==> src/rtl/fdc_pkg.sv <==
// Shared types and constants for the floppy-controller CPU bus front end.
// Access records flow from the bus decoder, through the pending slot, into the strobe FSM.
package fdc_pkg;

  localparam logic [11:0] FDC_BASE = 12'hFF4;

  typedef enum logic [1:0] {
    ACC_NONE   = 2'd0,
    ACC_CTL_WR = 2'd1,
    ACC_WD_WR  = 2'd2,
    ACC_WD_RD  = 2'd3
  } acc_type_t;

  typedef enum logic [1:0] {
    ST_IDLE   = 2'd0,
    ST_ASSERT = 2'd1,
    ST_GAP    = 2'd2
  } fdc_state_t;

  typedef struct packed {
    acc_type_t  typ;
    logic [1:0] addr;
    logic [7:0] data;
  } acc_rec_t;

endpackage

==> src/rtl/fdc_req_fifo1.sv <==
// One-deep pending slot for accesses that arrive while a strobe window is busy.
// A push into a full slot is dropped and latches OVERRUN until reset; push+pop refills the slot.
module fdc_req_fifo1
  import fdc_pkg::*;
(
  input  logic     CLK,
  input  logic     RESET_N,
  input  logic     PUSH,
  input  acc_rec_t PUSH_REC,
  input  logic     POP,
  output logic     FULL,
  output acc_rec_t POP_REC,
  output logic     OVERRUN
);

  logic accept;

  assign accept = PUSH && (!FULL || POP);

  always_ff @(posedge CLK or negedge RESET_N) begin
    if (!RESET_N) begin
      FULL    <= 1'b0;
      OVERRUN <= 1'b0;
    end else begin
      if (accept) begin
        FULL <= 1'b1;
      end else if (POP) begin
        FULL <= 1'b0;
      end
      if (PUSH && FULL && !POP) begin
        OVERRUN <= 1'b1;
      end
    end
  end

  // Payload is qualified by FULL, so it needs no reset.
  always_ff @(posedge CLK) begin
    if (accept) begin
      POP_REC <= PUSH_REC;
    end
  end

endmodule

==> src/rtl/fdc_bus_if.sv <==
// CPU-side bus front end: decodes $FF40-$FF4F and turns single-clock CPU accesses into
// stretched, registered $FF40 latch and WD1793 strobes with stable address/data.
module fdc_bus_if
  import fdc_pkg::*;
#(
  parameter int STRETCH_CLKS = 12,
  parameter int GAP_CLKS     = 4
) (
  input  logic        CLK,
  input  logic        RESET_N,
  input  logic        DISK_EN,
  input  logic        CPU_ENA,
  input  logic        BUS_VALID,
  input  logic [15:0] ADDR,
  input  logic        RW_N,
  input  logic [7:0]  DATA_IN,
  output logic        FF40_CLK,
  output logic        FF40_ENA,
  output logic        FF40_RD,
  output logic        WD1793_RD,
  output logic        WD1793_WR_CTRL,
  output logic        WD1793_RD_CTRL,
  output logic [1:0]  ADDRESS,
  output logic [7:0]  DATA_OUT,
  output logic        OVERRUN
);

  localparam logic [3:0] ASSERT_LAST = 4'(STRETCH_CLKS - 1);
  localparam logic [3:0] GAP_LAST    = 4'(GAP_CLKS - 1);
  localparam logic [3:0] CLK_HALF    = 4'(STRETCH_CLKS / 2);

  logic       hit, sel_wd, sel_ctl;
  logic       capture;
  acc_type_t  cap_typ;
  acc_rec_t   cap_rec;
  logic       unused_addr;

  fdc_state_t state_q, state_nxt;
  logic [3:0] cnt_q, cnt_nxt;
  acc_type_t  typ_q, typ_nxt;
  logic       load;
  acc_rec_t   load_rec;

  logic       pend_push, pend_pop, pend_full;
  acc_rec_t   pend_rec;

  logic       asrt_nxt, ff40_clk_nxt, ff40_ena_nxt, wd_wr_nxt, wd_rd_nxt;

  assign hit         = DISK_EN && (ADDR[15:4] == FDC_BASE);
  assign sel_wd      = ADDR[3];
  assign sel_ctl     = ~ADDR[3];
  assign unused_addr = ADDR[2];

  assign FF40_RD   = BUS_VALID && hit && sel_ctl && RW_N;
  assign WD1793_RD = BUS_VALID && hit && sel_wd && RW_N;

  // A ctl-read is serviced by FF40_RD alone and never reaches the strobe FSM.
  always_comb begin
    cap_typ = ACC_NONE;
    if (CPU_ENA && hit) begin
      if (!RW_N) begin
        cap_typ = sel_wd ? ACC_WD_WR : ACC_CTL_WR;
      end else if (sel_wd) begin
        cap_typ = ACC_WD_RD;
      end
    end
  end

  assign capture = (cap_typ != ACC_NONE);
  assign cap_rec = '{typ: cap_typ, addr: ADDR[1:0], data: DATA_IN};

  fdc_req_fifo1 u_pending (
    .CLK      (CLK),
    .RESET_N  (RESET_N),
    .PUSH     (pend_push),
    .PUSH_REC (cap_rec),
    .POP      (pend_pop),
    .FULL     (pend_full),
    .POP_REC  (pend_rec),
    .OVERRUN  (OVERRUN)
  );

  always_comb begin
    state_nxt = state_q;
    cnt_nxt   = cnt_q;
    load      = 1'b0;
    load_rec  = cap_rec;
    pend_push = 1'b0;
    pend_pop  = 1'b0;
    case (state_q)
      ST_IDLE: begin
        if (capture) begin
          load      = 1'b1;
          state_nxt = ST_ASSERT;
          cnt_nxt   = 4'd0;
        end
      end
      ST_ASSERT: begin
        pend_push = capture;
        if (cnt_q == ASSERT_LAST) begin
          state_nxt = ST_GAP;
          cnt_nxt   = 4'd0;
        end else begin
          cnt_nxt = cnt_q + 4'd1;
        end
      end
      ST_GAP: begin
        if (cnt_q == GAP_LAST) begin
          cnt_nxt = 4'd0;
          // Pending goes first; a same-cycle capture takes the slot it frees.
          if (pend_full) begin
            pend_pop  = 1'b1;
            pend_push = capture;
            load      = 1'b1;
            load_rec  = pend_rec;
            state_nxt = ST_ASSERT;
          end else if (capture) begin
            load      = 1'b1;
            state_nxt = ST_ASSERT;
          end else begin
            state_nxt = ST_IDLE;
          end
        end else begin
          pend_push = capture;
          cnt_nxt   = cnt_q + 4'd1;
        end
      end
      default: begin
        state_nxt = ST_IDLE;
        cnt_nxt   = 4'd0;
      end
    endcase
  end

  // Strobes are decoded from next-state so the outputs come straight from flops.
  always_comb begin
    typ_nxt      = load ? load_rec.typ : typ_q;
    asrt_nxt     = (state_nxt == ST_ASSERT);
    ff40_ena_nxt = asrt_nxt && (typ_nxt == ACC_CTL_WR);
    ff40_clk_nxt = ff40_ena_nxt && (cnt_nxt < CLK_HALF);
    wd_wr_nxt    = asrt_nxt && (typ_nxt == ACC_WD_WR);
    wd_rd_nxt    = asrt_nxt && (typ_nxt == ACC_WD_RD);
  end

  always_ff @(posedge CLK or negedge RESET_N) begin
    if (!RESET_N) begin
      state_q        <= ST_IDLE;
      cnt_q          <= 4'd0;
      typ_q          <= ACC_NONE;
      FF40_CLK       <= 1'b0;
      FF40_ENA       <= 1'b0;
      WD1793_WR_CTRL <= 1'b0;
      WD1793_RD_CTRL <= 1'b0;
      ADDRESS        <= 2'd0;
      DATA_OUT       <= 8'd0;
    end else begin
      state_q        <= state_nxt;
      cnt_q          <= cnt_nxt;
      typ_q          <= typ_nxt;
      FF40_CLK       <= ff40_clk_nxt;
      FF40_ENA       <= ff40_ena_nxt;
      WD1793_WR_CTRL <= wd_wr_nxt;
      WD1793_RD_CTRL <= wd_rd_nxt;
      if (load) begin
        ADDRESS  <= load_rec.addr;
        DATA_OUT <= load_rec.data;
      end
    end
  end

endmodule

==> config.mk <==
export PLATFORM = sky130hd
export DESIGN_NAME = fdc_bus_if
export DESIGN_NICKNAME = d
export VERILOG_FILES = /design/src/rtl/fdc_pkg.sv /design/src/rtl/fdc_req_fifo1.sv /design/src/rtl/fdc_bus_if.sv
export SDC_FILE = /design/constraint.sdc
export NUM_CORES = 1
export LEC_CHECK = 0
export BUFFER_PORTS_ARGS = -buffer_cell sky130_fd_sc_hd__buf_4
export CAP_MARGIN = 5
export CORE_ASPECT_RATIO = 0.8
export CORE_UTILIZATION = 30
export DETAILED_ROUTE_END_ITERATION = 8
export PLACE_DENSITY = 0.59
export SYNTH_ARGS = -nofsm -noshare
export SYNTH_HDL_FRONTEND = slang
export SYNTH_SLANG_ARGS = --single-unit
==> constraint.sdc <==
create_clock -name CLK -period 6.39 [get_ports CLK]
set_clock_uncertainty 0.2 [all_clocks]
set_input_delay 0.9585 -clock CLK [delete_from_list [all_inputs] [get_ports CLK]]
set_output_delay 0.9585 -clock CLK [all_outputs]
set_load 0.01 [all_outputs]
Word-level counts from Yosys, hierarchy flattened --
Index checks and enable logic that the tools add are counted.
Word-level totals: bits in writable memories 0, input bits 30, memories kept 0, register bits 36, output and inout bits 17, logic and storage cells 76, bits in latches 0, ROM bits 0
Operators by class: div/mod/pow operators 0, $mul 0, shift-type cells 0, reduce and logical (&&, ||, !) cells 20, mux-type cells 30, equal/unequal tests 9, magnitude comparators 1, $add $sub $neg 1, bitwise logic cells 1
Operators by type and width (number):
- 12-bit two-way mux | 3
- 2-bit two-way mux | 8
- 1-bit logical AND | 14
- 12-bit equality test, second input constant | 1
- 1-bit two-way mux | 12
- 4-bit two-way mux | 3
- 4-bit case mux with 3 select lines | 1
- 2-bit by 1-bit equality test with 1-bit output, second input constant | 3
- 2-bit equality test, second input constant | 3
- 2-bit case mux with 3 select lines | 1
- 4-bit by 1-bit adder with 4-bit output, second input constant | 1
- 4-bit by 2-bit equality test with 1-bit output, second input constant | 1
- 4-bit equality test, second input constant | 1
- 4-bit by 3-bit < comparator with 1-bit output, second input constant | 1
- 1-bit case mux with 2 select lines | 2
- 2-bit nonzero test | 2
- 1-bit logical NOT | 2
- 2-bit logical NOT | 1
- 1-bit logical OR | 1
- 1-bit inverter | 1

Logic depth before layout (Yosys ltp) --
word-level depth 13, depth in mapped cells 11, depth with buffers taken out 8

Cells and area by module --
From an unflattened synthesis, not the netlist that was laid out.
Unflattened totals: cells, all modules 162, area, all modules 1801.7 µm²
Modules (own cells, without submodules):
- fdc_bus_if | instances 1, seq. area each 550.5 µm², area each 1353.8 µm², cells an instance 143
- fdc_req_fifo1 | instances 1, seq. area each 410.4 µm², area each 447.9 µm², cells an instance 19

Least setup slack after synthesis --
Ideal clock, no wire load.
kind input to output, from input port ADDR[5], to output port FF40_RD, buffers on the path 0, stages 3, required time 5.231 ns, arrival time 2.206 ns, slack 3.026 ns, path through or4b_4 > or4_1 > nor2_1
Between the ends: longest elaborated chain between the ends 5
RTL lines:
- start: declaration | RTL line fdc_bus_if.sv:14 | input logic [15:0] ADDR,
- 12-bit equality test | RTL line fdc_bus_if.sv:49 | assign hit = DISK_EN && (ADDR[15:4] == FDC_BASE);
- 1-bit logical AND | RTL line fdc_bus_if.sv:49
- 1-bit logical AND (3 in series) | RTL line fdc_bus_if.sv:54 | assign FF40_RD = BUS_VALID && hit && sel_ctl && RW_N;
- end: declaration | RTL line fdc_bus_if.sv:19 | output logic FF40_RD,
Every way passes these cells.

Final worst setup path --
Same ends and word-level chain as after synthesis.

==> flow_results.org <==
** Status
- Run status :: complete, no violations

** Routing
- Drt total wl :: 3870 µm
- After detailed routing, the average wire length per cell comes to 13.3 µm.
- Across all layers, the routed design uses 1368 vias.
- Count of nets left with antenna violations after detail routing :: 0
- Via density :: 4.70
- Residual DRC :: 0
- Iter 0 DRT Violations :: 52
- The first detailed-routing pass took 4 iterations.

** Hold path
- In this run the most critical hold path is launched from u_pending.OVERRUN.
- Hold Path Cell Cnt :: 1
- Hold Path Class :: flip-flop to flip-flop
- Hold path endpoint :: u_pending.OVERRUN

** Die
- Initial cell density of the core :: 32.1%
- The initialized floorplan defines 24 standard-cell rows.
- Number of top-level pins :: 47
- Full die area :: 6330 µm²
- Core Area :: 5620 µm²
- From left edge to right edge, the die measures 88.7 µm.
- Measured along the y axis, the die boundary spans 71.3 µm.

** Place
- Routability-driven placement finished with a final weighted congestion of 0.788.
- Summed over all nets, the half-perimeter wirelength after detailed placement is 2820 µm.
- Once placement finished, the instance area stood at 2220 µm².
- Worst-case setup slack after placement :: 2760 ps
- Port buffering added 45 buffers.

** CTS
- CTS placed an instance of clkbuf_8 at the clock tree root.
- Number of levels the H-tree was split into :: 2
- Total clock buffers created by CTS :: 5
- Number of sinks handled by clock tree synthesis :: 36
- The number of hold buffers added after CTS was 0.
- CTS tree :: done
- Count of instances resized after the clock tree is built :: 0
- Clock slew seen by the registers of the worst setup and hold paths :: 70 ps
- Number of buffers inserted to repair setup after CTS :: 0
- Counting along the longest clock path gives a buffer depth of 2.
- For the worst-skew pair, the clock arrives at the later sink with an insertion delay of 290 ps.

** Synth
- Synth Area per Inst :: 11.0 µm²
- The synthesized netlist contains 41 unique library cells.
- After synthesis the netlist holds a flip-flop and latch count of 36.
- Number of enable-type register cells in the synthesized netlist :: 12
- Dominant cell type by area after synthesis :: dfrtp_1
- The number of nets in the synthesized netlist is 199.
- Fraction of registers with async set or reset after synthesis :: 66.7%
- Portion of synthesized cell area occupied by the leading cell type :: 33.3%
- Counting every instance in the synthesized netlist gives 164.
- Yosys printed 0 warnings.
- Sequential cell area fraction in the yosys report :: 53.3%
- nor2_1 is the most common cell in the netlist.
- Primary flip-flop cell chosen by synthesis mapping :: dfrtp_1
- Area of the mapped netlist :: 1800 µm²
- The commonest cells after synthesis are nor2_1 (25), dfrtp_1 (24), a21oi_1 (16).
- Top area cells in the synthesized netlist :: dfrtp_1 (33%), edfxtp_1 (20%), mux2i_1 (6.1%)

** Critical path
- Path depth of the worst reg2reg path :: 9
- In this run the critical register-to-register path is captured at WD1793_WR_CTRL.
- STA puts the critical path data required time at 5230 ps.
- STA puts the critical path data arrival time at 2460 ps.
- Along the worst path, the maximum fanout reaches 4.
- Worst reg2reg path startpoint :: state_q[0]
- The worst setup path is captured at an output pin.
- FF-to-FF setup slack :: 3160 ps
- The critical path is of the input port to output pin type.
- Startpoint type of the worst setup path :: input port

** Timing
- Final hold viol count :: 0
- Achievable clock frequency :: 0.276 GHz
- Minimum period implied by the final worst setup slack :: 3620 ps
- Setup violations remaining at the end of the flow were counted as 0.
- Min Hold Slack :: 284 ps
- Final Cycle Share :: 56.7%
- Transition time at the pin with the least slew margin :: 809 ps
- In this run the tightest slew margin relative to its limit is 46.0%.
- Setup repair after global routing left no endpoint under its margin.
- Setup_tns :: 0 ps
- Total count of max-transition violations in the final report :: 0
- Across all setup checks in the final design, the least slack found is 2770 ps.

** Layout
- Post-route standard cell area excluding fillers :: 2340 µm²
- Total Nets Final :: 247
- The area growth from synthesis to layout is 29.8%.
- ANT cells :: 0
- Combined flip-flop and latch cell area :: 961 µm²
- Measured on the finished design, the core utilization comes to 41.7%.
- Of the cells placed in the final design, the portion with a size suffix greater than 1 is 30.5%.
- Number of fill cells in the layout :: 552
- Area of the multi-input gates :: 783 µm²

** Power
- IR analysis of the VDD net gives a maximum drop of 0.0896 mV.
- Internal power comes to 378 µW.
- Net switching is 19.9% of the power.
- Power share of the sequential group :: 50.6%
- Per report_power, the clock group accounts for 44.2% of the total.
- Switch Pwr :: 94.1 µW
- Combinational Power Share :: 5.2%
- Cell leakage power :: 1.03 nW
- In this run the power density over the cells is 201 nW/µm².

** Global route
- The number of global-route vias before repair came to 1357.
- Global route overflow :: 0
- The first global-routing pass estimated 6450 µm of wire.
- In the global route stage, overall resource usage came out at 13.5%.
- Maximum number of pins on one net before global-route repair :: 25
- Number of antenna violations at the first check in global routing :: 0

** Flow run
- The tool flagged a number of max-cap violations equal to 0.
critical path, stage by stage:
cell and delay [ps]:
buf_4 110, or4b_4 550, or4_1 550, nor2_1 150, buf_4 140
power by group through the flow:
| stage | Sequential [mW] | Combinational [mW] | Clock [mW] |
|---|---|---|---|
| CTS | 0.238 | 0.0253 | 0.213 |
| floorplan | 0.243 | 0.00571 | 0 |
| detailed placement | 0.243 | 0.0254 | 0 |
| global route | 0.238 | 0.0275 | 0.222 |
| finish | 0.238 | 0.0247 | 0.208 |
| global placement | 0.243 | 0.0249 | 0 |
flip-flops by register name, indices dropped and copies added (netlist names), 2 cells and up:
register,flops
ADDRESS,2
DATA_OUT,8
cnt_q,4
state_q,2
u_pending.POP_REC,12
typ_q,2
cell usage in the layout (no fill, tap or decap), drive strengths merged, types with 3 or more instances in the layout:
cell type	synthesis	layout
nor3	6	6
dfrtp	24	24
a21oi	16	16
nor2	25	25
a211oi	4	4
buf	3	47
edfxtp	12	12
o21ai	6	6
ha	5	5
clkbuf	3	6
nand2	9	9
or4	3	3
o31ai	3	3
nor2b	3	3
inv	8	8
nand3b	3	3
mux2i	11	11
cells by family after synthesis:
group | synth area share, %
and+or+nand+nor | 17.8
AOI/OAI and AO/OA | 15.1
DFF | 53.3
buffers and inverters | 3.26
muxes | 6.11
adders and majority gates | 3.47
xor gates and xnor gates | 0.972
layer usage:
metal / global-route usage, % / vias up / part of all wire, % / wire (µm)
li1: - / 684 / - / -
met1: 19.2 / 641 / 51 / 1970
met2: 19.4 / 37 / 43 / 1670
met3: 4.03 / 6 / 4.8 / 184
met4: 4.84 / 0 / 1.2 / 46
met5: 0 / - / 0 / 0
stage by stage:
step                total power, mW  std cells
finish                        0.472        291
detailed placement            0.269        283
global placement              0.268        283
CTS                           0.477        291
global route                  0.488        291
floorplan                     0.249        164
how the worst max path moves through the flow:
stage | startpoint | to | slack, ps | cells past startpoint
finish | ADDR[5] | FF40_RD | 2770 | 5
global placement | ADDR[5] | FF40_RD | 2740 | 5
global route | ADDR[5] | FF40_RD | 2720 | 5
detailed placement | ADDR[5] | FF40_RD | 2760 | 5
CTS | ADDR[5] | FF40_RD | 2760 | 5
floorplan | ADDR[5] | FF40_RD | 3030 | 3
final cells by class:
class	count	area share [%]
Clock inverter	2	1.44
Sequential cell	36	41.0
Tap cell	78	4.17
Clock buffer	6	3.53
Timing Repair Buffer	47	15.1
Inverter	8	1.28
Multi-Input combinational cell	114	33.5
(Power assumes the default switching activity.)
